[src/rtl/nibadd_pkg.sv]
// Shared constants and types for the nibble-serial adder sequencer.
// Also provides the idx-width helper that the top uses to size its nibble counter.
package nibadd_pkg;
    localparam int NIB_W = 4;

    typedef enum logic [1:0] {
        IDLE = 2'd0,
        RUN  = 2'd1,
        DONE = 2'd2
    } state_t;

    function automatic int idx_width(input int nibbles);
        return (nibbles > 1) ? $clog2(nibbles) : 1;
    endfunction
endpackage

[src/rtl/nibble_adder.sv]
// Combinational 4-bit ripple-carry slice used by the nibble-serial sequencer.
module nibble_adder
    import nibadd_pkg::*;
(
    input  logic [NIB_W-1:0] a,
    input  logic [NIB_W-1:0] b,
    input  logic             cin,
    output logic [NIB_W-1:0] sum,
    output logic             cout
);
    logic [NIB_W:0] w_c;

    assign w_c[0] = cin;

    for (genvar g = 0; g < NIB_W; g++) begin : g_bit
        assign sum[g]    = a[g] ^ b[g] ^ w_c[g];
        assign w_c[g+1]  = (a[g] & b[g]) | (w_c[g] & (a[g] ^ b[g]));
    end

    assign cout = w_c[NIB_W];
endmodule

[src/rtl/nibble_serial_add_ctrl.sv]
// Runs a WORD_NIBBLES*4-bit add through one 4-bit slice, LSB nibble first, with valid/ready ports.
// Define NIBADD_SUB_EN to add the in_sub port (A-B via ~B and a forced carry-in of 1).
module nibble_serial_add_ctrl
    import nibadd_pkg::*;
#(
    parameter int WORD_NIBBLES = 4
) (
    input  logic                      clk,
    input  logic                      rst_n,
    input  logic                      in_valid,
    output logic                      in_ready,
    input  logic [NIB_W*WORD_NIBBLES-1:0] in_a,
    input  logic [NIB_W*WORD_NIBBLES-1:0] in_b,
    input  logic                      in_cin,
`ifdef NIBADD_SUB_EN
    input  logic                      in_sub,
`endif
    output logic                      out_valid,
    input  logic                      out_ready,
    output logic [NIB_W*WORD_NIBBLES-1:0] out_sum,
    output logic                      out_cout,
    output logic                      busy
);
    localparam int W     = NIB_W * WORD_NIBBLES;
    localparam int IDX_W = idx_width(WORD_NIBBLES);
    localparam logic [IDX_W-1:0] LAST_IDX = IDX_W'(WORD_NIBBLES - 1);

    state_t           r_state, w_next;
    logic [IDX_W-1:0] r_idx;
    logic             r_carry;
    logic [W-1:0]     r_a, r_b, r_sum;
    logic             r_cout, r_valid;

    logic [W-1:0]     w_b_lat;
    logic             w_cin_lat;
    logic [NIB_W-1:0] w_nib_a, w_nib_b, w_nib_sum;
    logic             w_nib_cout;
    logic             w_last;

`ifdef NIBADD_SUB_EN
    // Subtraction is A + ~B + 1; the transform is applied once at accept time.
    assign w_b_lat   = in_sub ? ~in_b : in_b;
    assign w_cin_lat = in_sub | in_cin;
`else
    assign w_b_lat   = in_b;
    assign w_cin_lat = in_cin;
`endif

    assign w_nib_a = r_a[NIB_W*r_idx +: NIB_W];
    assign w_nib_b = r_b[NIB_W*r_idx +: NIB_W];
    assign w_last  = (r_idx == LAST_IDX);

    nibble_adder u_slice (
        .a    (w_nib_a),
        .b    (w_nib_b),
        .cin  (r_carry),
        .sum  (w_nib_sum),
        .cout (w_nib_cout)
    );

    always_ff @(posedge clk or negedge rst_n) begin
        if (!rst_n) r_state <= IDLE;
        else        r_state <= w_next;
    end

    always_comb begin
        w_next = r_state;
        case (r_state)
            IDLE:    if (in_valid)  w_next = RUN;
            RUN:     if (w_last)    w_next = DONE;
            DONE:    if (out_ready) w_next = IDLE;
            default:                w_next = IDLE;
        endcase
    end

    always_ff @(posedge clk or negedge rst_n) begin
        if (!rst_n) begin
            r_idx   <= '0;
            r_carry <= 1'b0;
            r_a     <= '0;
            r_b     <= '0;
            r_sum   <= '0;
            r_cout  <= 1'b0;
            r_valid <= 1'b0;
        end else begin
            case (r_state)
                IDLE: begin
                    if (in_valid) begin
                        r_a     <= in_a;
                        r_b     <= w_b_lat;
                        r_carry <= w_cin_lat;
                        r_idx   <= '0;
                    end
                end
                RUN: begin
                    r_sum[NIB_W*r_idx +: NIB_W] <= w_nib_sum;
                    r_carry                     <= w_nib_cout;
                    if (w_last) begin
                        r_cout  <= w_nib_cout;
                        r_valid <= 1'b1;
                    end else begin
                        r_idx <= r_idx + 1'b1;
                    end
                end
                DONE: begin
                    if (out_ready) r_valid <= 1'b0;
                end
                default: ;
            endcase
        end
    end

    assign in_ready  = (r_state == IDLE);
    assign busy      = (r_state != IDLE);
    assign out_valid = r_valid;
    assign out_sum   = r_sum;
    assign out_cout  = r_cout;
endmodule

[config.mk]
export PLATFORM = sky130hd
export DESIGN_NAME = nibble_serial_add_ctrl
export DESIGN_NICKNAME = d
export VERILOG_FILES = /design/src/rtl/nibadd_pkg.sv /design/src/rtl/nibble_adder.sv /design/src/rtl/nibble_serial_add_ctrl.sv
export SDC_FILE = /design/constraint.sdc
export NUM_CORES = 1
export LEC_CHECK = 0
export CORE_ASPECT_RATIO = 1.25
export CORE_MARGIN = 5
export CORE_UTILIZATION = 55
export DETAILED_ROUTE_END_ITERATION = 6
export PLACE_DENSITY = 0.85
export SYNTH_ARGS = -nofsm -noshare
export SYNTH_HDL_FRONTEND = slang
export SYNTH_SLANG_ARGS = --single-unit
[constraint.sdc]
create_clock -name clk -period 8.25 [get_ports clk]
set_input_delay 1.65 -clock clk [delete_from_list [all_inputs] [get_ports clk]]
set_output_delay 1.65 -clock clk [all_outputs]
set_load 0.02 [all_outputs]
==> flow_metrics.env <==
export IMPL_overflow=0
export IMPL_skew_ns=0.00497
export IMPL_setup_violations=0
export IMPL_p_sw_mw=0.528
export IMPL_synthCells=197
export IMPL_cts_resized=0
export IMPL_r2r_cells=9
export IMPL_rsz0062_at_grt="false"
export IMPL_final_cell_mix="clkdlybuf4s50_1, dfrtp_1, mux2_4"
export IMPL_tritoncts="yes"
export IMPL_hold_viol_final=0
export IMPL_cp_startpoint="r_state[0]"
export IMPL_grt_pass1_vias=1769
export IMPL_core_rowCount=28
export IMPL_syn_area_per_cell_um2=13.8
export IMPL_hold_class="reg -> reg"
export IMPL_clockBufferDepth=2
export IMPL_grt_max_degree=56
export IMPL_synth_seq_cells=55
export IMPL_vias=1686
export IMPL_critPathLaunchType="flip-flop"
export IMPL_clk_latency_ns=0.30
export IMPL_drt_pass1_iterations=4
export IMPL_via_per_inst=5.39
export IMPL_crit_path_end_kind="primary output"
export IMPL_synth_seq_area_share=0.507
export IMPL_cp_arrival_ns=1.72
export IMPL_drv_slew=0
export IMPL_timing_reg2reg_setup_slack_ns=5.02
export IMPL_track_usage=0.177
export IMPL_switching_share=0.373
export IMPL_totalWireLength_um=5130
export IMPL_syn_area_um2=2710
export IMPL_core_area_um2=4760
export IMPL_pwr_share_comb=0.507
export IMPL_io_buffers=56
export IMPL_max_freq_mhz=296
export IMPL_postCtsSetupBuffers=0
export IMPL_fin_crit_ns=3.37
export IMPL_antenna_found_initial=0
export IMPL_cts_buffers_inserted=5
export IMPL_cts_htree_levels=2
export IMPL_r2r_end="out_sum[3]"
export IMPL_wl_per_cell_um=16.4
export IMPL_power_per_cell_area_nw_per_um2=415
export IMPL_slowest_delay_ns=0.63
export IMPL_path_clk_slew_ns=0.09
export IMPL_die_w_um=72.8
export IMPL_vdd_drop_max_uv=213
export IMPL_drive_gt1_frac=0.217
export IMPL_r2r_start="r_idx[0]"
export IMPL_initial_utilization=0.570
export IMPL_final_setup_tns_ns=0
export IMPL_cp_slowest_cell="clkdlybuf4s50_1"
export IMPL_yosys_warnings=0
export IMPL_worst_slew_pin_slew_ns=0.764
export IMPL_crit_chain="nor2_2 -> clkdlybuf4s50_1"
export IMPL_place_congestion=0.831
export IMPL_cts_hold_buf=0
export IMPL_dieArea_um2=6450
export IMPL_cts_root_buffer="clkbuf_8"
export IMPL_leakagePower_nw=1.49
export IMPL_ant_nets=0
export IMPL_grt_first_pass_wirelength_um=8660
export IMPL_dp_hpwl_um=3900
export IMPL_p_int_mw=0.888
export IMPL_max_cap_viol_count=0
export IMPL_ys_types=32
export IMPL_drtIter0Drc=86
export IMPL_crit_path_max_fanout=14
export IMPL_die_y_um=88.5
export IMPL_io_pin_count=57
export IMPL_area_delta_synth_final_pct=25.8
export IMPL_report_power_total_mw=1.42
export IMPL_num_antenna_cells=0
export IMPL_max_slew_margin=0.490
export IMPL_drc=0
export IMPL_cts_sinks=55
export IMPL_crit_end="in_ready"
export IMPL_finalCritPeriodShare=0.409
export IMPL_clock_power_share=0.144
export IMPL_status="finished clean"
export IMPL_worstSetupPathType="reg -> out"
export IMPL_pwr_share_seq=0.350
export IMPL_syn_num_nets=244
export IMPL_num_nets_final=299
export IMPL_worstPathRequired_ns=6.60
[cell type report]
class / instances / area (µm²)
Sequential cell: 55 / 1380
Clock buffer: 6 / 72.6
Inverter: 14 / 52.6
Clock inverter: 2 / 60.1
Multi-Input combinational cell: 119 / 1210
Timing Repair Buffer: 57 / 563
Fill cell: 345 / 1350
Tap cell: 60 / 75.1
[cell usage after synthesis]
| cell | count | share of area |
|---|---|---|
| o31ai_1 | 13 | 0.036 |
| nor4bb_1 | 1 | 0.0037 |
| nand2_1 | 24 | 0.033 |
| buf_2 | 3 | 0.0055 |
| or2_2 | 1 | 0.0023 |
| buf_4 | 1 | 0.0028 |
| dfrtp_1 | 55 | 0.51 |
| and2_4 | 1 | 0.0032 |
| nand3_1 | 2 | 0.0037 |
| nor3b_1 | 1 | 0.0028 |
| o311ai_0 | 1 | 0.0032 |
| fa_1 | 4 | 0.030 |
| mux2_2 | 3 | 0.012 |
| clkbuf_1 | 1 | 0.0014 |
| nor3_1 | 1 | 0.0018 |
| mux2_4 | 30 | 0.17 |
| o21bai_1 | 1 | 0.0028 |
| inv_1 | 14 | 0.019 |
| mux4_2 | 8 | 0.066 |
| o21ai_0 | 3 | 0.0055 |
| or3_4 | 1 | 0.0041 |
| ha_1 | 6 | 0.028 |
| a21oi_1 | 5 | 0.0092 |
| nand2b_1 | 2 | 0.0046 |
| o41ai_1 | 2 | 0.0065 |
| a22oi_1 | 1 | 0.0028 |
| buf_6 | 4 | 0.017 |
| nand3b_1 | 3 | 0.0083 |
| nor2_2 | 1 | 0.0023 |
| nor2b_1 | 1 | 0.0023 |
| nand3b_2 | 1 | 0.0041 |
| nor2_1 | 2 | 0.0028 |
[state kept, by name (all words and copies together), names as in the netlist]
register   flops
out_cout       1
out_sum       16
r_a           16
r_idx          2
r_state        2
out_valid      1
r_b           16
r_carry        1
[cell families after synthesis]
kind of cell	count (synthesis)	synth area share
AO/OA/AOI/OAI	26	0.0659
adder cells (fa/ha/maj)	10	0.0572
buffers and inverters	23	0.0456
flip-flops	55	0.507
multiplexers	41	0.245
AND/OR/NAND/NOR	42	0.0793
[power groups by stage]
| stage | logic (mW) | registers (mW) | clock network [mW] |
|---|---|---|---|
| after floorplan | 0.536 | 0.476 | 0 |
| after global placement | 0.702 | 0.494 | 0 |
| after detailed placement | 0.720 | 0.500 | 0 |
| after CTS | 0.723 | 0.497 | 0.208 |
| after global routing | 0.789 | 0.515 | 0.221 |
| final | 0.718 | 0.495 | 0.203 |
[worst max-delay path, delay by kind of cell, from the launching register on]
family | cells | cell delay (ns)
and+or+nand+nor | 1 | 0.23
buffers and inverters | 1 | 0.63
DFF | 1 | 0.55
[layer usage]
layer / share of wire / track usage
met2: 0.51 / 0.292
met3: 0.042 / 0.0318
met4: 0.026 / 0.0789
met5: 0 / 0
met1: 0.42 / 0.229
[worst min-delay path by stage]
stage	slack, ns	start	depth (start not counted)	end
floorplan	0.48	r_a[4]	1	r_a[4]
global placement	0.46	out_sum[14]	2	out_sum[14]
detailed placement	0.47	out_sum[7]	2	out_sum[7]
CTS	0.49	out_sum[7]	2	out_sum[7]
global route	0.51	out_sum[7]	2	out_sum[7]
finish	0.49	out_sum[7]	2	out_sum[7]
[per-stage QoR]
step                       util  std cells  area (µm²)  worst slack, ns  hold WS [ns]
after floorplan               -        197        2710             5.56         0.476
after CTS                 0.716        313        3410             4.86         0.489
after global routing      0.716        313        3410             4.72         0.508
final                     0.716        313        3410             4.88         0.489
after detailed placement  0.689        305        3280             4.94         0.466
after global placement    0.689        305        3280             4.98         0.459
Power figures use the tool's default switching activity.
